## config.mk

```make
export PLATFORM = sky130hd
export DESIGN_NAME = mem_arbiter
export DESIGN_NICKNAME = d
export VERILOG_FILES = /design/src/rtl/mem_arb_pkg.sv /design/src/rtl/mem_arb_rr.sv /design/src/rtl/mem_arbiter.sv
export SDC_FILE = /design/constraint.sdc
export NUM_CORES = 1
export LEC_CHECK = 0
export CAP_MARGIN = 20
export CORE_AREA = 3 3 114 116
export CTS_CLUSTER_SIZE = 28
export DETAILED_ROUTE_END_ITERATION = 6
export DIE_AREA = 0 0 117 119
export DONT_BUFFER_PORTS = 1
export HOLD_SLACK_MARGIN = 0.03
export PLACE_DENSITY = 0.3
export SLEW_MARGIN = 20
export SYNTH_ARGS = -nofsm -noshare
export SYNTH_HDL_FRONTEND = slang
export SYNTH_SLANG_ARGS = --single-unit
```

## constraint.sdc

```tcl
create_clock -name clk -period 1.4 [get_ports clk]
set_input_delay 0.28 -clock clk [delete_from_list [all_inputs] [get_ports clk]]
set_output_delay 0.28 -clock clk [all_outputs]
set_load 0.02 [all_outputs]
```

## src/rtl/mem_arb_pkg.sv

```systemverilog
// Shared types and command encodings for the two-into-one memory arbiter.
package mem_arb_pkg;

   typedef enum logic [1:0] {
      IDLE = 2'd0,
      RD   = 2'd1,
      WR   = 2'd2
   } state_t;

   typedef enum logic {
      IMEM = 1'b0,
      DMEM = 1'b1
   } owner_t;

   localparam logic CMD_RD = 1'b0;
   localparam logic CMD_WR = 1'b1;

endpackage

```

## src/rtl/mem_arb_rr.sv

```systemverilog
// Two-way round-robin grant: on conflict the requester not granted last wins.
module mem_arb_rr
   import mem_arb_pkg::*;
(
   input  logic [1:0] req,       // bit 0 = imem, bit 1 = dmem
   input  owner_t     last_gnt,
   input  logic       en,
   output logic [1:0] gnt
);

   always_comb begin
      gnt = 2'b00;
      if (en) begin
         if (req == 2'b11)
            gnt = (last_gnt == IMEM) ? 2'b10 : 2'b01;
         else
            gnt = req;
      end
   end

endmodule

```

## src/rtl/mem_arbiter.sv

```systemverilog
// Shares one memory port between fetch and load/store requesters with one
// outstanding transaction, round-robin grants and owner-steered responses.
module mem_arbiter
   import mem_arb_pkg::*;
#(
   parameter int p_ADDR_BITS = 32,
   parameter int p_DATA_BITS = 32,
   parameter int p_STRB_BITS = p_DATA_BITS / 8
) (
   input  logic                   clk,
   input  logic                   rst,
   input  logic [p_ADDR_BITS-1:0] imem_addr,
   input  logic                   imem_cmd,
   input  logic [1:0]             imem_size,
   input  logic                   imem_valid,
   output logic                   imem_ready,
   input  logic                   imem_r_ready,
   output logic                   imem_r_valid,
   output logic [p_DATA_BITS-1:0] imem_r_data,
   output logic                   imem_r_resp,
   input  logic [p_ADDR_BITS-1:0] dmem_addr,
   input  logic                   dmem_cmd,
   input  logic [1:0]             dmem_size,
   input  logic                   dmem_valid,
   output logic                   dmem_ready,
   input  logic                   dmem_r_ready,
   output logic                   dmem_r_valid,
   output logic [p_DATA_BITS-1:0] dmem_r_data,
   output logic                   dmem_r_resp,
   input  logic                   dmem_w_valid,
   input  logic [p_STRB_BITS-1:0] dmem_w_strb,
   input  logic [p_DATA_BITS-1:0] dmem_w_data,
   output logic                   dmem_w_ready,
   output logic                   dmem_w_resp,
   output logic [p_ADDR_BITS-1:0] mem_addr,
   output logic                   mem_cmd,
   output logic [1:0]             mem_size,
   output logic                   mem_valid,
   input  logic                   mem_ready,
   output logic                   mem_r_ready,
   input  logic                   mem_r_valid,
   input  logic [p_DATA_BITS-1:0] mem_r_data,
   input  logic                   mem_r_resp,
   output logic                   mem_w_valid,
   output logic [p_STRB_BITS-1:0] mem_w_strb,
   output logic [p_DATA_BITS-1:0] mem_w_data,
   input  logic                   mem_w_ready,
   input  logic                   mem_w_resp
);

   state_t     state, state_nxt;
   owner_t     owner, owner_nxt;
   owner_t     last_gnt, last_nxt;
   logic [1:0] gnt;

   // Fetches are always reads, so the fetch command bit is never looked at.
   logic unused_imem_cmd;
   assign unused_imem_cmd = imem_cmd;

   mem_arb_rr u_rr (
      .req      ({dmem_valid, imem_valid}),
      .last_gnt (last_gnt),
      .en       (state == IDLE),
      .gnt      (gnt)
   );

   always_ff @(posedge clk or negedge rst) begin
      if (!rst) begin
         state    <= IDLE;
         owner    <= IMEM;
         last_gnt <= IMEM;
      end else begin
         state    <= state_nxt;
         owner    <= owner_nxt;
         last_gnt <= last_nxt;
      end
   end

   always_comb begin
      state_nxt    = state;
      owner_nxt    = owner;
      last_nxt     = last_gnt;
      mem_valid    = 1'b0;
      mem_addr     = '0;
      mem_cmd      = CMD_RD;
      mem_size     = '0;
      imem_ready   = 1'b0;
      dmem_ready   = 1'b0;
      mem_r_ready  = 1'b0;
      imem_r_valid = 1'b0;
      imem_r_data  = '0;
      imem_r_resp  = 1'b0;
      dmem_r_valid = 1'b0;
      dmem_r_data  = '0;
      dmem_r_resp  = 1'b0;
      mem_w_valid  = 1'b0;
      mem_w_strb   = '0;
      mem_w_data   = '0;
      dmem_w_ready = 1'b0;
      dmem_w_resp  = 1'b0;

      case (state)
         IDLE: begin
            if (gnt[1]) begin
               mem_valid  = 1'b1;
               mem_addr   = dmem_addr;
               mem_cmd    = dmem_cmd;
               mem_size   = dmem_size;
               dmem_ready = mem_ready;
            end else if (gnt[0]) begin
               mem_valid  = 1'b1;
               mem_addr   = imem_addr;
               mem_cmd    = CMD_RD;
               mem_size   = imem_size;
               imem_ready = mem_ready;
            end
            if (mem_valid && mem_ready) begin
               owner_nxt = gnt[1] ? DMEM : IMEM;
               last_nxt  = owner_nxt;
               state_nxt = (mem_cmd == CMD_WR) ? WR : RD;
            end
         end

         RD: begin
            if (owner == IMEM) begin
               mem_r_ready  = imem_r_ready;
               imem_r_valid = mem_r_valid;
               imem_r_data  = mem_r_data;
               imem_r_resp  = mem_r_resp;
            end else begin
               mem_r_ready  = dmem_r_ready;
               dmem_r_valid = mem_r_valid;
               dmem_r_data  = mem_r_data;
               dmem_r_resp  = mem_r_resp;
            end
            if (mem_r_valid && mem_r_ready)
               state_nxt = IDLE;
         end

         WR: begin
            mem_w_valid  = dmem_w_valid;
            mem_w_strb   = dmem_w_strb;
            mem_w_data   = dmem_w_data;
            dmem_w_ready = mem_w_ready;
            dmem_w_resp  = mem_w_resp;
            if (dmem_w_valid && mem_w_ready)
               state_nxt = IDLE;
         end

         default: state_nxt = IDLE;
      endcase
   end

endmodule
```

==> results of run 1 <==
cell usage after synthesis, drive strengths merged (2+ instances only):
library cell	n
and2	108
a22o	35
clkbuf	10
buf	8
nor2	7
nand2	5
and3	3
dfrtp	3
nand2b	2
nor2b	2
area by class of cell:
type	instances	area share, %
clock buffer	4	2.71
inverter	1	0.129
multi-input combinational	168	62.2
sequential	3	2.71
tap	147	6.33
timing repair buffer	53	26.0
worst max-delay path: stages (launching register included):
cell       delay [ps]
dfrtp_2           420
nor2_4            140
and3_4            240
buf_12            130
clkbuf_16         140
a22o_4            160
logic make-up after synthesis:
family / after synthesis / share of synthesized area [%]
AOI/OAI and AO/OA: 37 / 24.8
DFF: 3 / 5.80
and+or+nand+nor: 129 / 60.1
muxes: 1 / 0.773
buffers and inverters: 19 / 8.50
report_power, final:
part           internal, mW  switching (mW)  total, mW
Sequential            0.128          0.0510      0.179
Clock                 0.376          0.0786      0.454
Combinational          2.70            2.67       5.37
per-layer routing:
metal / track usage (%) / vias up / routed length, µm
li1: - / 715 / -
met1: 9.19 / 761 / 2510
met2: 16.8 / 175 / 4370
met3: 1.47 / 2 / 717
met4: 1.08 / 0 / 21
met5: 0 / - / 0
final timing paths:
path | endpoint | cells after the start | start
min in group asynchronous | last_gnt | 1 | rst
setup / recovery | mem_addr[19] | 5 | state[1]
hold / removal | state[1] | 2 | mem_w_ready
hold reg to reg | last_gnt | 3 | last_gnt
max in group asynchronous | state[1] | 1 | rst
setup reg to reg | state[0] | 6 | state[1]
sequential cells by signal (all words and copies together) (netlist names):
name	count
last_gnt	1
state	2
what timing repair did:
item / 4_1_cts / 5_1_grt
pin swaps: 39 / 71
endpoints found under the setup margin: 146 / 147
gates cloned: 5 / 7
setup buffers: 19 / 7
endpoints found under the hold margin: 3 / 0
resized for setup: 139 / 48
hold buffers: 1 / 0
stage by stage:
stage | power, mW | hold slack (ps)
detailed placement | 3.84 | -15.3
global route | 6.31 | 281
floorplan | 3.40 | -15.6
global placement | 3.84 | -15.4
CTS | 5.52 | 257
finish | 6.00 | 256
==> run metrics, run 1 <==
status=finished, violations left; failing checks=setup timing; Worst-Skew Late Latency=220 ps; CTS clk-pin slew, worst paths=30 ps; clock skew=2.94 ps; final wirelength=7.63 mm; routability cong.=0.726; Crit. End Element=primary output; CTS tree=built; Cells after Synth=189; fin crit period=1750 ps; f_max=572 MHz; mapped cell area=0.00129 mm²; I/O pin count=296; Hold Path Class=in2reg; register bit total from synthesis=3; Final Non-Filler Cells=376; Mean Syn Cell Area=6.85 µm²; Area Overhead vs Synth=124%; setup violators final=145; multi-input logic area=0.00181 mm²; first-pass GRT wire length=9.23 mm; Async SR Flop Fraction=100%; htree depth=1; die footprint=0.0139 mm²; WP data arrival=1470 ps; area leader, netlist=and2_1; largest cells by area after synthesis=and2_1 52%, a22o_1 24%, dfrtp_1 5.8%; Placement Cell Area=0.00198 mm²; drt wl/cell=20.3 µm; drt drc=0; Routed Antenna Nets=0; GRT Util Overall=8.42%; DIE WIDTH=117 µm; hpwl dp=5.44 mm; design area=0.00291 mm²; Root Buffer=clkbuf_16; DR iter-0 viols=30; DRT Pass-1 Iters=4; Static Leak=1.32 nW; register area share after synthesis=5.80%; Rows=40; initial antenna violation count=0; register area=78.8 µm²; clock sink count=3; pre-CTS setup slack=-354 ps; Ant. Diodes=0; synth unique cells=18; most frequent cells in the layout=108 x and2_4, 33 x a22o_4, 21 x buf_6; Setup WS post-layout=-349 ps; fin nets=380; number of global-route vias before repair=1588; reg-to-reg slack, setup=60 ps; Critical Path Start Type=flop; Placed Cells=340; Net Count, Synth=339; Core Util, Final=24.2%; part of the cycle the worst path needs=125%; core area=0.0120 mm²; fin. max-slew vios=0; Max-Cap Viols=0; Synth top area share=52.2%; commonest non-fill, non-tap cell in the layout=and2_4; CP required=1120 ps; largest net degree at the start of global routing=35; PwrDens=2070 mW/mm²; Initial Util=10.8%; I/O Buffers=0; Least-Margin Pin Slew=478 ps; worst setup path class=reg2out; Die Y=119 µm; Via Count=1653; vias per cell=4.40; RSZ-0062 raised after global routing=true; share of cells above drive strength 1=94.8%; number of fill cells in the layout=1263; Main synth FF type=dfrtp_1; Hold Vio Cnt, Final=0; number of buffers created by CTS=3; CTS Buffer Depth=2; Max FO, Critical Path=6; gr ovfl total=0; VDD IR-drop max=0.725 mV; Synth Warn #=0; number of synthesized flops with an enable pin=0; TNS Setup=-41230 ps; Worst slew margin=68.0%
Note: power is estimated with default switching activity, not from simulation.
==> inputs of run 2 (changes only) <==
PLACE_DENSITY = unset   (was 0.3)
==> run metrics, run 2 (synthesis results as in run 1) <==
Critical Path Start Type=flop; Worst path max stage delay=400 ps (-20 ps); Max-Cap Viols=0 (unchanged); final wirelength=8.79 mm (+15%); Setup WS post-layout=-389 ps (-39.7 ps); initial antenna violation count=0 (unchanged); Hold Vio Cnt, Final=0 (unchanged); fin nets=383 (+0.79%); clock skew=1.13 ps (-1.81 ps); Hold Path Class=in2reg; worst setup path class=reg2out; Most Frequent Cell on Critical Path=buf_6; gr ovfl total=0 (unchanged); Initial Util=10.8% (unchanged); Via Count=1705 (+3.1%); crit path capture=mem_w_data[6]; Routed Antenna Nets=0 (unchanged); PwrDens=2150 mW/mm² (+4.1%); worst setup path startpoint=state[0]; failing checks=setup timing; reg-to-reg startpoint=state[0]; f_max=559 MHz (-2.2%); part of the cycle the worst path needs=128% (+2.8 points); share of cells above drive strength 1=94.0% (-0.79 points); I/O pin count=296 (unchanged); first-pass GRT wire length=10.8 mm (+17%); number of global-route vias before repair=1733 (+9.1%); number of buffers created by CTS=3 (unchanged); reg-to-reg slack, setup=-80 ps (-140 ps); setup violators final=147 (+1.4%); WP data arrival=1510 ps (+40 ps); CTS tree=built; vias per cell=4.50 (+2.3%); DRT Pass-1 Iters=4 (unchanged); Root Buffer=clkbuf_16; most frequent cells in the layout=101 x and2_4, 34 x a22o_4, 28 x buf_6; CP Depth=6 (+1); Final Non-Filler Cells=379 (+0.80%); DR iter-0 viols=38 (+27%); routability cong.=0.821 (+13%); CP delay by family, top=buffers and inverters; Core Util, Final=24.5% (+0.27 points); I/O Buffers=0 (unchanged); CP required=1120 ps (about the same); Worst-Skew Late Latency=220 ps (about the same); Critical Path, Cell by Cell=buf_6 -> buf_6 -> nor2b_4 -> buf_4 -> buf_6 -> and2_4; pre-CTS setup slack=-233 ps (+121 ps); CTS Buffer Depth=2 (unchanged); die footprint=0.0139 mm² (unchanged); Fin Hold WS=288 ps (+32.1 ps); drt wl/cell=23.2 µm (+14%); commonest non-fill, non-tap cell in the layout=and2_4; reg2reg end=state[0]; status=finished, violations left; CTS clk-pin slew, worst paths=30 ps (about the same); Largest register FFs=2 (unchanged); DIE WIDTH=117 µm (unchanged); Least-Margin Pin Slew=508 ps (+29.5 ps); fin crit period=1790 ps (+39.7 ps); FF-to-FF path depth=7 (+1); fin. max-slew vios=0 (unchanged); clock sink count=3 (unchanged); WP buf/inv=4 (+2); Biggest register=state; number of fill cells in the layout=1261 (-0.16%); core area=0.0120 mm² (unchanged); htree depth=1 (unchanged); drt drc=0 (unchanged); Final Total Pwr=6.32 mW (+5.3%); RSZ-0062 raised after global routing=true; Crit-path slowest cell=dfrtp_1; Area Overhead vs Synth=127%; Ant. Diodes=0 (unchanged); GRT Util Overall=10.4% (+2.0 points); Largest regs=state (2), last_gnt (1); hpwl dp=6.09 mm (+12%); VDD IR-drop max=0.529 mV (-27%); largest net degree at the start of global routing=35 (unchanged); Static Leak=1.34 nW (+1.9%); Die Y=119 µm (unchanged); Rows=40 (unchanged); Worst slew margin=66.0% (-2.0 points); Placed Cells=339 (-0.29%); Crit. End Element=primary output; Max FO, Critical Path=5 (-1)
[run 2: metal layers]
metal	vias to the layer above	global-route usage, %	routed length, µm
met5	-	0	0
met3	8	2.90	849
met4	0	3.44	179
met1	808	9.81	2630
li1	723	-	-
met2	166	20.8	5130
[run 2: worst min-delay path by stage]
| stage | startpoint | endpoint | slack, ps | depth (start not counted) |
|---|---|---|---|---|
| final | mem_w_ready | state[1] | 290 | 2 |
| after global routing | mem_w_ready | state[1] | 330 | 2 |
| after CTS | mem_w_ready | state[1] | 280 | 2 |
| after detailed placement | rst | state[1] | -20 | 0 |
| after global placement | rst | state[1] | -20 | 0 |
| after floorplan | rst | last_gnt | -20 | 0 |
[run 2: power by group]
| part | leakage (nW) | internal (mW) | total [mW] | switching [mW] |
|---|---|---|---|---|
| registers | 0.0379 | 0.121 | 0.156 | 0.0343 |
| clock network | 0.0382 | 0.376 | 0.455 | 0.0789 |
| logic | 1.26 | 2.86 | 5.71 | 2.85 |
| total | 1.34 | 3.35 | 6.32 | 2.96 |
[run 2: timing repair]
| action | 4_1_cts | 5_1_grt |
|---|---|---|
| hold buffers | 1 | 0 |
| hold endpoints to repair | 3 | 0 |
| cloned | 9 | 6 |
| gates resized for setup | 137 | 58 |
| pin swaps | 45 | 62 |
| setup buffers | 18 | 7 |
| setup endpoints to repair | 146 | 148 |
[run 2: worst register-to-register path: stages (launching register included)]
cell     delay (ps)
dfrtp_1         390
nor2_4           60
buf_6           110
buf_4           120
buf_6           120
buf_6           120
and4_4          180
o32ai_4         280
[run 2: cell type report]
class,instances,area (µm²),area share (%)
tap,147,184,6.26
clock buffer,4,78.8,2.68
timing repair buffer,56,781,26.6
sequential,3,75.1,2.55
multi-input combinational,168,1820,61.8
inverter,1,3.75,0.128
[run 2: stage by stage]
step	setup TNS, ps	cell area [µm²]
floorplan	-4940	1760
global placement	-5700	2000
detailed placement	-10050	2000
CTS	-47380	2720
global route	-55950	2940
finish	-48670	2940
==> inputs of run 3 (changes only) <==
SLEW_MARGIN = 10   (was 20)
==> results of run 3 <==
Same layout as run 2: the final DEF is identical, and so are final timing and power.
